==> config.mk <==
export PLATFORM = sky130hd
export DESIGN_NAME = ghost_motion_ctrl
export DESIGN_NICKNAME = d
export VERILOG_FILES = /design/src/rtl/ghost_motion_ctrl.sv
export SDC_FILE = /design/constraint.sdc
export NUM_CORES = 1
export LEC_CHECK = 0
export CORE_UTILIZATION = 48
export DETAILED_ROUTE_END_ITERATION = 8
export PLACE_DENSITY = 0.67
export SYNTH_ARGS = -nofsm -noshare
export SYNTH_HDL_FRONTEND = slang
export SYNTH_SLANG_ARGS = --single-unit
==> constraint.sdc <==
create_clock -name clk -period 16.6 [get_ports clk]
set_input_delay 2.49 -clock clk [delete_from_list [all_inputs] [get_ports clk]]
set_output_delay 2.49 -clock clk [all_outputs]
set_load 0.01 [all_outputs]
==> src/rtl/ghost_motion_ctrl.sv <==
// Per-ghost maze walker: queries the four neighbour tiles at each tile centre, picks a heading
// toward the target tile and steps one pixel per frame. GHOST_FRIGHTENED_EN adds random turns.
module ghost_motion_ctrl #(
    parameter logic [8:0] START_X    = 9'd104,
    parameter logic [8:0] START_Y    = 9'd112,
    parameter logic [1:0] START_DIR  = 2'd1,
    parameter logic [4:0] SCATTER_TX = 5'd25,
    parameter logic [5:0] SCATTER_TY = 6'd0,
    parameter int         MAZE_COLS  = 28,
    parameter int         MAZE_ROWS  = 36
) (
    input  logic       clk,
    input  logic       rst,
`ifdef GHOST_FRIGHTENED_EN
    input  logic       frightened,
`endif
    input  logic       frame_tick,
    input  logic       chase,
    input  logic [8:0] pac_x,
    input  logic [8:0] pac_y,
    output logic [9:0] wall_addr,
    input  logic       wall_bit,
    output logic [8:0] x,
    output logic [8:0] y,
    output logic [1:0] dir,
    output logic       busy
);
    localparam logic [1:0] D_UP = 2'd0, D_LEFT = 2'd1, D_DOWN = 2'd2, D_RIGHT = 2'd3;
    localparam logic [5:0] COL_LAST = 6'(MAZE_COLS - 1);
    localparam logic [8:0] X_LAST   = 9'(MAZE_COLS * 8 - 1);

    typedef enum logic [2:0] {S_IDLE, S_QADDR, S_QDATA, S_DECIDE, S_MOVE} state_t;

    state_t          state, nxt;
    logic [1:0]      k, qk;
    logic [3:0]      nb_open, nb_ok, cand;
    logic [3:0][5:0] nb_tx, nb_ty;
    logic [3:0][6:0] cost;
    logic [5:0]      tile_x, tile_y, tgt_x, tgt_y;
    logic [1:0]      rev, dir_new;
    logic [6:0]      best_cost;
    logic            aligned, accept, chase_q, mode_flag, found;
    logic            cap_en, dec_en, move_en;
    logic            unused_ok;

    assign unused_ok = &{1'b0, pac_x[2:0], pac_y[2:0]};

    function automatic logic [6:0] absdiff(input logic [5:0] a, input logic [5:0] b);
        return (a > b) ? 7'(a - b) : 7'(b - a);
    endfunction

    assign tile_x  = x[8:3];
    assign tile_y  = y[8:3];
    assign aligned = (x[2:0] == 3'd0) && (y[2:0] == 3'd0);
    // busy stays high for one cycle after MOVE, so a tick there is dropped
    assign accept  = (state == S_IDLE) && frame_tick && !busy;
    assign qk      = (state == S_QDATA) ? k + 2'd1 : 2'd0;

    // Neighbour tiles; columns wrap through the tunnel, rows off the map are walls
    always_comb begin
        nb_tx[0] = tile_x;
        nb_ty[0] = tile_y - 6'd1;
        nb_ok[0] = (tile_y != 6'd0);
        nb_tx[1] = (tile_x == 6'd0) ? COL_LAST : tile_x - 6'd1;
        nb_ty[1] = tile_y;
        nb_ok[1] = 1'b1;
        nb_tx[2] = tile_x;
        nb_ty[2] = tile_y + 6'd1;
        nb_ok[2] = (int'(tile_y) + 1 < MAZE_ROWS);
        nb_tx[3] = (tile_x == COL_LAST) ? 6'd0 : tile_x + 6'd1;
        nb_ty[3] = tile_y;
        nb_ok[3] = 1'b1;
    end

    always_ff @(posedge clk) begin
        if (rst) state <= S_IDLE;
        else     state <= nxt;
    end

    always_comb begin
        nxt = state;
        case (state)
            S_IDLE:   if (accept) nxt = aligned ? S_QADDR : S_MOVE;
            S_QADDR:  nxt = S_QDATA;
            S_QDATA:  nxt = (k == 2'd3) ? S_DECIDE : S_QADDR;
            S_DECIDE: nxt = S_MOVE;
            S_MOVE:   nxt = S_IDLE;
            default:  nxt = S_IDLE;
        endcase
    end

    always_comb begin
        cap_en  = (state == S_QDATA);
        dec_en  = (state == S_DECIDE);
        move_en = (state == S_MOVE);
    end

`ifdef GHOST_FRIGHTENED_EN
    logic [15:0] lfsr;
    logic        fr_q;
    logic [1:0]  rnd_d;
`endif

    always_comb begin
        for (int i = 0; i < 4; i++)
            cost[i] = absdiff(nb_tx[i], tgt_x) + absdiff(nb_ty[i], tgt_y);
    end

    // Strict < over ascending index gives the UP > LEFT > DOWN > RIGHT tie order
    always_comb begin
        rev       = dir ^ 2'd2;
        cand      = nb_open & ~(4'b0001 << rev);
        dir_new   = rev;
        best_cost = '1;
        found     = 1'b0;
        for (int i = 0; i < 4; i++) begin
            if (cand[i] && (!found || cost[i] < best_cost)) begin
                dir_new   = 2'(i);
                best_cost = cost[i];
                found     = 1'b1;
            end
        end
`ifdef GHOST_FRIGHTENED_EN
        rnd_d = 2'd0;
        if (frightened) begin
            found   = 1'b0;
            dir_new = rev;
            for (int j = 0; j < 4; j++) begin
                rnd_d = lfsr[1:0] + 2'(j);
                if (!found && cand[rnd_d]) begin
                    dir_new = rnd_d;
                    found   = 1'b1;
                end
            end
        end
`endif
        if (mode_flag && nb_open[rev]) dir_new = rev;
    end

    always_ff @(posedge clk) begin
        if (rst) begin
            x         <= START_X;
            y         <= START_Y;
            dir       <= START_DIR;
            busy      <= 1'b0;
            wall_addr <= 10'd0;
            k         <= 2'd0;
            nb_open   <= 4'd0;
            tgt_x     <= 6'd0;
            tgt_y     <= 6'd0;
            chase_q   <= 1'b0;
            mode_flag <= 1'b0;
        end else begin
            busy <= (nxt != S_IDLE) || (state == S_MOVE);
            if (accept) begin
                tgt_x   <= chase ? pac_x[8:3] : 6'(SCATTER_TX);
                tgt_y   <= chase ? pac_y[8:3] : SCATTER_TY;
                chase_q <= chase;
                k       <= 2'd0;
                if (chase != chase_q) mode_flag <= 1'b1;
            end
            if (nxt == S_QADDR && nb_ok[qk])
                wall_addr <= 10'(int'(nb_ty[qk]) * MAZE_COLS + int'(nb_tx[qk]));
            if (cap_en) begin
                nb_open[k] <= nb_ok[k] & ~wall_bit;
                k          <= k + 2'd1;
            end
            if (dec_en) begin
                dir       <= dir_new;
                mode_flag <= 1'b0;
            end
`ifdef GHOST_FRIGHTENED_EN
            if (frightened && !fr_q) mode_flag <= 1'b1;
`endif
            if (move_en && !(aligned && !nb_open[dir])) begin
                case (dir)
                    D_UP:    y <= y - 9'd1;
                    D_LEFT:  x <= (x == 9'd0) ? X_LAST : x - 9'd1;
                    D_DOWN:  y <= y + 9'd1;
                    D_RIGHT: x <= (x == X_LAST) ? 9'd0 : x + 9'd1;
                    default: ;
                endcase
            end
        end
    end

`ifdef GHOST_FRIGHTENED_EN
    always_ff @(posedge clk) begin
        if (rst) begin
            lfsr <= 16'hACE1;
            fr_q <= 1'b0;
        end else begin
            lfsr <= {1'b0, lfsr[15:1]} ^ (lfsr[0] ? 16'hB400 : 16'h0000);
            fr_q <= frightened;
        end
    end
`endif

endmodule
==> flow_summary.rst, run 1 <==
.. list-table::
   :header-rows: 1

   * - Metric
     - Value
   * - Result of the run
     - complete, no violations
   * - Crit start category
     - flip-flop
   * - Synthesis-stage register bit count
     - 54
   * - Met1 Usage GRT
     - 35.4%
   * - Required arrival time at the worst endpoint
     - 16840 ps
   * - Max-cap viol count
     - 0
   * - Design area
     - 8990 sq um
   * - Antenna violations before repair
     - 0
   * - Number of diodes
     - 0
   * - GR Layer Usage met2
     - 40.2%
   * - Unrepaired setup endpoints after global routing
     - false
   * - Total number of vias
     - 7508
   * - Initial drt markers
     - 518
   * - Proportion of power drawn by combinational gates
     - 63.4%
   * - Horiz. Die Dim
     - 133 microns
   * - Number of global-route vias before repair
     - 6902
   * - Router iterations before antenna repair
     - 5
   * - Total global routing track utilization
     - 24.8%
   * - Area of the core
     - 16600 sq um
   * - Synthesized netlist cell count
     - 1070
   * - Crit path max-delay family
     - compound AO/OA/AOI/OAI gates
   * - Buf/Inv on CP
     - 2
   * - Count of unique library cells instantiated by Yosys
     - 70
   * - Clk pwr share
     - 15.7%
   * - Data arrival, critical path
     - 9510 ps
   * - Peak supply drop
     - 0.0000620 V
   * - Fraction of final layout cells sized beyond drive strength 1
     - 2.84%
   * - Most Frequent Cell on Critical Path
     - sky130_fd_sc_hd__ha_1
   * - Max Buffers Root-to-Sink
     - 2
   * - FFs w/ async S/R, synth
     - 0%
   * - Setup slack after placement
     - 7470 ps
   * - Worst Setup Slack, final
     - 7330 ps
   * - Buffers inserted by post-CTS timing repair
     - 0
   * - Post-detailed-route via-to-cell ratio
     - 5.72
   * - Final Net Count
     - 1278
   * - TritonCTS Buffers
     - 5
   * - Largest fanout on the critical path
     - 13
   * - First-pass GRT wire length
     - 35500 microns
   * - Post-synthesis average cell area
     - 7.69 sq um
   * - Hold Violations, Final
     - 0
   * - Slowest cell on crit path
     - sky130_fd_sc_hd__dfxtp_1
   * - Layout area overhead
     - 9.22%
   * - Actual slew at the worst max-slew pin
     - 1070 ps
   * - Final worst clock skew
     - 9.28 ps
   * - Clock tree from TritonCTS
     - done
   * - Largest stage delay on the critical path
     - 610 ps
   * - Clock latency on the worst-skew pair
     - 300 ps
   * - DPL Wire Length
     - 17200 microns
   * - Internal power summed over all cells
     - 0.387 mW
   * - Ys Warns
     - 0
   * - Residual DRC
     - 0
   * - Post-Place Cell Area
     - 8850 sq um
   * - IO Pins
     - 54
   * - Switching power of the nets
     - 0.303 mW
   * - Number of enable-type register cells in the synthesized netlist
     - 0
   * - Count of hold buffers inserted by post-cts repair
     - 0
   * - Switching fraction of total power
     - 43.9%
   * - Worst hold path class
     - flip-flop to flip-flop
   * - Die Span Y
     - 133 microns
   * - Routability cong.
     - 0.948
   * - Clock sink count
     - 54
   * - Sort of element at the end of the critical path
     - flip-flop
   * - Met3 usage in global routing
     - 1.76%
   * - Die area
     - 17700 sq um
   * - Final setup TNS
     - 0 ps
   * - Max Transition Viols Final
     - 0
   * - Post-synth top area share
     - 21.0%
   * - Share of the clock period used by the worst path
     - 55.8%
   * - Critical setup path kind
     - flip-flop to flip-flop
   * - Main flop type after synthesis
     - sky130_fd_sc_hd__dfxtp_1
   * - Number of nets with antenna violations after detailed routing
     - 0
   * - Post-synthesis instance area
     - 8230 sq um
   * - Initial core utilization
     - 49.4%
   * - Clock slew at reported path FFs
     - 80 ps
   * - Buffers on Ports
     - 47
   * - Most used standard cell by instance count after synthesis
     - sky130_fd_sc_hd__ha_1
   * - Total setup violations reported at the end of the flow
     - 0
   * - Sequential share of power
     - 21.0%
   * - Layer carrying the most global-route usage
     - met2
   * - Part of the Yosys area used for sequential elements
     - 13.1%
   * - CTS H-Tree Depth
     - 2
   * - Remaining max-slew budget at the tightest pin
     - 28.6%
   * - Residual overflow from global routing
     - 0
   * - Wire length reported by the detailed router
     - 21600 microns
   * - Number of instances resized during post-cts repair
     - 0
   * - Fmax
     - 0.108 GHz
   * - Final routed wire length divided by cell count
     - 16.4 microns
   * - Clock root buffer master
     - sky130_fd_sc_hd__clkbuf_16
   * - Pin count of the biggest net entering global routing
     - 56
   * - Standby leakage power
     - 4.03 nW
   * - Power per standard cell area
     - 76.8 nW/um^2
   * - Time the final worst path needs with I/O delays and setup
     - 9270 ps
   * - Leading post-synthesis cells by instance count
     - sky130_fd_sc_hd__ha_1, sky130_fd_sc_hd__a21oi_1, sky130_fd_sc_hd__inv_1
   * - Number of nets produced by synthesis
     - 1255
   * - Most area-consuming cells after synthesis
     - sky130_fd_sc_hd__ha_1, sky130_fd_sc_hd__dfxtp_1, sky130_fd_sc_hd__a21oi_1, sky130_fd_sc_hd__xnor2_1, sky130_fd_sc_hd__fa_1
   * - Largest area contributor in the synthesized netlist
     - sky130_fd_sc_hd__ha_1
   * - Std-Cell Rows
     - 47
==> final cells by class <==
| type | instances | area (sq um) |
|---|---|---|
| clock buffer | 5 | 125 |
| clock inverter | 2 | 13.8 |
| fill | 1599 | 7660 |
| inverter | 102 | 383 |
| multi-input combinational | 880 | 6620 |
| sequential | 54 | 1080 |
| tap | 220 | 275 |
| timing repair buffer | 50 | 488 |
==> worst register-to-register path: cells and delay by family (launching register included) <==
| kind | cells | cell delay, ps |
|---|---|---|
| flops | 1 | 610 |
| fa+ha+maj | 8 | 2760 |
| compound gates | 16 | 3600 |
| simple gates | 6 | 990 |
| mux | 2 | 570 |
| buf+inv | 2 | 500 |
| xor+xnor | 1 | 220 |
==> cell usage in the layout, fill, tap and decap left out, types with 4 or more instances in the layout <==
cell                              instances
sky130_fd_sc_hd__o21a_1                   7
sky130_fd_sc_hd__a221oi_1                12
sky130_fd_sc_hd__a21oi_1                125
sky130_fd_sc_hd__xor2_1                  22
sky130_fd_sc_hd__nor3_1                  20
sky130_fd_sc_hd__nand2b_1                10
sky130_fd_sc_hd__or3_1                    5
sky130_fd_sc_hd__xnor2_1                 55
sky130_fd_sc_hd__nor4_1                   5
sky130_fd_sc_hd__a211oi_1                12
sky130_fd_sc_hd__nor3b_1                  7
sky130_fd_sc_hd__nand3_1                 31
sky130_fd_sc_hd__mux2i_1                 26
sky130_fd_sc_hd__a31oi_1                  5
sky130_fd_sc_hd__and2_1                   8
sky130_fd_sc_hd__a21o_1                  27
sky130_fd_sc_hd__and3_1                   6
sky130_fd_sc_hd__dfxtp_1                 54
sky130_fd_sc_hd__ha_1                   138
sky130_fd_sc_hd__o21bai_1                16
sky130_fd_sc_hd__o22ai_1                  6
sky130_fd_sc_hd__a211o_1                  5
sky130_fd_sc_hd__nand4_1                  9
sky130_fd_sc_hd__fa_1                    24
sky130_fd_sc_hd__nor2b_1                 23
sky130_fd_sc_hd__o21ai_1                  9
sky130_fd_sc_hd__mux2_2                  10
sky130_fd_sc_hd__o21ai_0                 46
sky130_fd_sc_hd__nor2_1                  77
sky130_fd_sc_hd__nand2_1                 88
sky130_fd_sc_hd__clkbuf_16                5
sky130_fd_sc_hd__clkdlybuf4s50_1         46
sky130_fd_sc_hd__inv_1                  101
sky130_fd_sc_hd__nand3b_1                 4
==> layer usage <==
layer / wire [microns] / vias up / share of wire, %
met1: 10600 / 3490 / 49
met2: 9650 / 189 / 45
met3: 899 / 25 / 4.2
met4: 447 / 0 / 2.1
li1: - / 3804 / -
met5: 0 / - / 0
==> cells by family (layout without fill, tap and decap cells) <==
kind of cell | after synthesis | after routing | synth area share (%)
simple gates | 301 | 301 | 17.4
compound gates | 299 | 299 | 22.5
fa+ha+maj | 164 | 164 | 27.1
buf+inv | 136 | 159 | 6.40
xor+xnor | 78 | 78 | 8.39
flops | 54 | 54 | 13.1
mux | 38 | 38 | 5.08
==> per-stage QoR <==
| step | hold slack [ps] | std cells | util, % | total power [mW] |
|---|---|---|---|---|
| CTS | 471 | 1313 | 54.0 | 0.694 |
| detailed placement | 457 | 1306 | 53.2 | 0.581 |
| global route | 498 | 1313 | 54.0 | 0.757 |
| finish | 472 | 1313 | 54.0 | 0.690 |
| floorplan | 448 | 1070 | - | 0.486 |
| global placement | 454 | 1306 | 53.2 | 0.577 |
==> sequential cells by signal, summed over array words and instances, names as in the netlist, 2 cells and up <==
| register | count |
|---|---|
| nb_open | 4 |
| tgt_y | 6 |
| state | 3 |
| x | 9 |
| dir | 2 |
| k | 2 |
| tgt_x | 6 |
| y | 9 |
| wall_addr | 10 |
==> worst paths after layout <==
path | cells after the start | from | to | slack, ps
min | 2 | chase_q | chase_q | 470
min reg2reg | 2 | chase_q | chase_q | 470
max | 35 | x[3] | dir[0] | 7330
max reg2reg | 35 | x[3] | dir[0] | 7330
==> power by group through the flow <==
stage	clock (mW)	combinational [mW]	sequential [mW]
final	0.108	0.437	0.145
after global routing	0.117	0.494	0.146
after CTS	0.112	0.438	0.145
after detailed placement	0	0.434	0.148
after global placement	0	0.430	0.147
after floorplan	0	0.339	0.147
(Power assumes the default switching activity.)
==> inputs of run 2 (changes only) <==
==> constraint.sdc (replaced) <==
create_clock -name clk -period 9.7 [get_ports clk]
set_input_delay 1.455 -clock clk [delete_from_list [all_inputs] [get_ports clk]]
set_output_delay 1.455 -clock clk [all_outputs]
set_load 0.01 [all_outputs]
==> run 2 against run 1 <==
Net effect: cell count is 0.69% higher; power is 72% higher; register-to-register slack worse by 6500 ps; via count is 0.13% higher; core utilization is 0.45 points higher; worst hold slack worse by 2.4 ps; critical path depth is 2 higher; wire length is 0.47% higher; combinational power is 72% higher; critical endpoint unchanged; largest cell class unchanged.
==> flow_summary.rst, run 2 (same netlist as run 1, synthesis figures left out) <==
.. list-table::
   :header-rows: 1

   * - Metric
     - Value
   * - Unrepaired setup endpoints after global routing
     - false (unchanged)
   * - Crit. Startpoint
     - x[4] (was x[3])
   * - Max Transition Viols Final
     - 0 (unchanged)
   * - Worst setup endpoint
     - dir[0] (unchanged)
   * - Die Span Y
     - 133 microns (unchanged)
   * - Router iterations before antenna repair
     - 7 (was 5)
   * - Largest stage delay on the critical path
     - 430 ps (was 610 ps)
   * - Time the final worst path needs with I/O delays and setup
     - 8880 ps (was 9270 ps)
   * - Result of the run
     - complete, no violations (unchanged)
   * - Levels on crit path
     - 37 (was 35)
   * - Max Buffers Root-to-Sink
     - 2 (unchanged)
   * - Required arrival time at the worst endpoint
     - 9940 ps (was 16840 ps)
   * - Flip-flop count of the largest register, all copies and words added
     - 10 (unchanged)
   * - Slowest cell on crit path
     - sky130_fd_sc_hd__ha_1 (was sky130_fd_sc_hd__dfxtp_1)
   * - Total number of vias
     - 7518 (was 7508)
   * - Most common cell after layout, fill and taps aside
     - sky130_fd_sc_hd__ha_1 (unchanged)
   * - Most Frequent Cell on Critical Path
     - sky130_fd_sc_hd__ha_1 (unchanged)
   * - Max-cap viol count
     - 0 (unchanged)
   * - Crit path max-delay family
     - compound AO/OA/AOI/OAI gates (unchanged)
   * - Initial drt markers
     - 477 (was 518)
   * - Pin count of the biggest net entering global routing
     - 56 (unchanged)
   * - Final cell count without fillers
     - 1322 (was 1313)
   * - Remaining max-slew budget at the tightest pin
     - 35.7% (was 28.6%)
   * - Critical register-to-register path startpoint
     - x[4] (was x[3])
   * - DPL Wire Length
     - 17300 microns (was 17200 microns)
   * - Std-Cell Rows
     - 47 (unchanged)
   * - Fraction of final layout cells sized beyond drive strength 1
     - 3.54% (was 2.84%)
   * - Worst hold path class
     - flip-flop to flip-flop (unchanged)
   * - Clock tree from TritonCTS
     - done (unchanged)
   * - Fmax
     - 0.113 GHz (was 0.108 GHz)
   * - Cells on Worst Hold Path
     - 2 (unchanged)
   * - Leading registers by flop count
     - wall_addr: 10 flops, x: 9 flops, y: 9 flops (unchanged)
   * - First-pass GRT wire length
     - 35700 microns (was 35500 microns)
   * - Standby leakage power
     - 4.07 nW (was 4.03 nW)
   * - Design area
     - 9060 sq um (was 8990 sq um)
   * - Worst r2r dst
     - dir[0] (unchanged)
   * - Number of fillers in the final layout
     - 1622 (was 1599)
   * - Setup slack after placement
     - 868 ps (was 7470 ps)
   * - Final routed wire length divided by cell count
     - 16.4 microns (about the same)
   * - Die area
     - 17700 sq um (unchanged)
   * - Clock sink count
     - 54 (unchanged)
   * - Residual overflow from global routing
     - 0 (unchanged)
   * - Crit start category
     - flip-flop (unchanged)
   * - Reg2reg path depth
     - 37 (was 35)
   * - Routability cong.
     - 0.935 (was 0.948)
   * - Count of hold buffers inserted by post-cts repair
     - 0 (unchanged)
   * - Final setup TNS
     - 0 ps (unchanged)
   * - Data arrival, critical path
     - 9120 ps (was 9510 ps)
   * - Clock root buffer master
     - sky130_fd_sc_hd__clkbuf_16 (unchanged)
   * - Antenna violations before repair
     - 0 (unchanged)
   * - Layout area overhead
     - 10.1% (was 9.22%)
   * - Number of global-route vias before repair
     - 7022 (was 6902)
   * - Number of cells in the design after placement
     - 1314 (was 1306)
   * - Sort of element at the end of the critical path
     - flip-flop (unchanged)
   * - Initial core utilization
     - 49.4% (unchanged)
   * - Critical setup path kind
     - flip-flop to flip-flop (unchanged)
   * - Final worst clock skew
     - 5.58 ps (was 9.28 ps)
   * - Final Net Count
     - 1286 (was 1278)
   * - Wire length reported by the detailed router
     - 21700 microns (was 21600 microns)
   * - Residual DRC
     - 0 (unchanged)
   * - Hold Violations, Final
     - 0 (unchanged)
   * - Number of diodes
     - 0 (unchanged)
   * - Worst reg2reg setup slack
     - 820 ps (was 7330 ps)
   * - Area of the core
     - 16600 sq um (unchanged)
   * - Number of nets with antenna violations after detailed routing
     - 0 (unchanged)
   * - Peak supply drop
     - 0.0000988 V (was 0.0000620 V)
   * - Share of the clock period used by the worst path
     - 91.6% (was 55.8%)
   * - Horiz. Die Dim
     - 133 microns (unchanged)
   * - TritonCTS Buffers
     - 5 (unchanged)
   * - Post-Place Cell Area
     - 8910 sq um (was 8850 sq um)
   * - IO Pins
     - 54 (unchanged)
   * - Power per standard cell area
     - 131 nW/um^2 (was 76.8 nW/um^2)
   * - CTS H-Tree Depth
     - 2 (unchanged)
   * - Total global routing track utilization
     - 25.0% (was 24.8%)
   * - Total setup violations reported at the end of the flow
     - 0 (unchanged)
   * - Worst Setup Slack, final
     - 818 ps (was 7330 ps)
   * - Most flops, register
     - wall_addr (unchanged)
   * - Largest fanout on the critical path
     - 13 (unchanged)
   * - Post-detailed-route via-to-cell ratio
     - 5.69 (was 5.72)
   * - Buf/Inv on CP
     - 2 (unchanged)
   * - Actual slew at the worst max-slew pin
     - 959 ps (was 1070 ps)
   * - Buffers on Ports
     - 47 (unchanged)
   * - Clock latency on the worst-skew pair
     - 300 ps (about the same)
   * - Clock slew at reported path FFs
     - 70 ps (was 80 ps)
   * - Top library cells by usage in the layout, fill and taps aside
     - sky130_fd_sc_hd__ha_1, sky130_fd_sc_hd__a21oi_1, sky130_fd_sc_hd__inv_1 (unchanged)
## run 2: power breakdown
part	total [mW]	switching [mW]	leakage [nW]	internal, mW
sequential	0.248	0.0134	0.439	0.234
combinational	0.750	0.415	3.56	0.335
clock	0.188	0.0903	0.0714	0.0976
total	1.19	0.518	4.07	0.667
## run 2: worst min path at each step
stage                       from      endpoint  slack [ps]
finish              wall_addr[3]  wall_addr[3]         470
global route             chase_q       chase_q         500
CTS                      chase_q       chase_q         470
detailed placement  wall_addr[3]  wall_addr[3]         460
global placement    wall_addr[3]  wall_addr[3]         450
floorplan                chase_q       chase_q         450
## run 2: cell type report
class	instances	area (sq um)	share of cell area, %
flip-flops and latches	54	1080	11.9
clock buffers	6	129	1.42
multi-input cells	880	6630	73.1
clock inverters	2	17.5	0.193
inverters	102	383	4.23
well taps	220	275	3.04
repair buffers	58	548	6.05
## run 2: tightest hold or removal path: cells and delay by family, from the launching register on
family | cells | cell delay, ps
compound gates | 1 | 60
simple gates | 1 | 50
flops | 1 | 320
## run 2: what timing repair did
item	4_1_cts	5_1_grt
resized for setup	0	1
hold endpoints to repair	0	0
setup buffers	0	0
endpoints found under the setup margin	0	2
## run 2: metrics by stage
step                utilization [%]  hold slack, ps  power, mW
floorplan                         -             448      0.832
global placement               53.5             450      0.987
detailed placement             53.5             458      0.997
CTS                            54.4             472       1.19
global route                   54.4             501       1.30
finish                         54.4             469       1.19
## run 2: per-layer routing
metal / track usage [%] / vias to the layer above / wire length (microns)
li1: - / 3812 / -
met1: 35.1 / 3485 / 10400
met2: 41.1 / 197 / 9740
met3: 2.34 / 24 / 1230
met4: 6.19 / 0 / 332
met5: 0 / - / 0
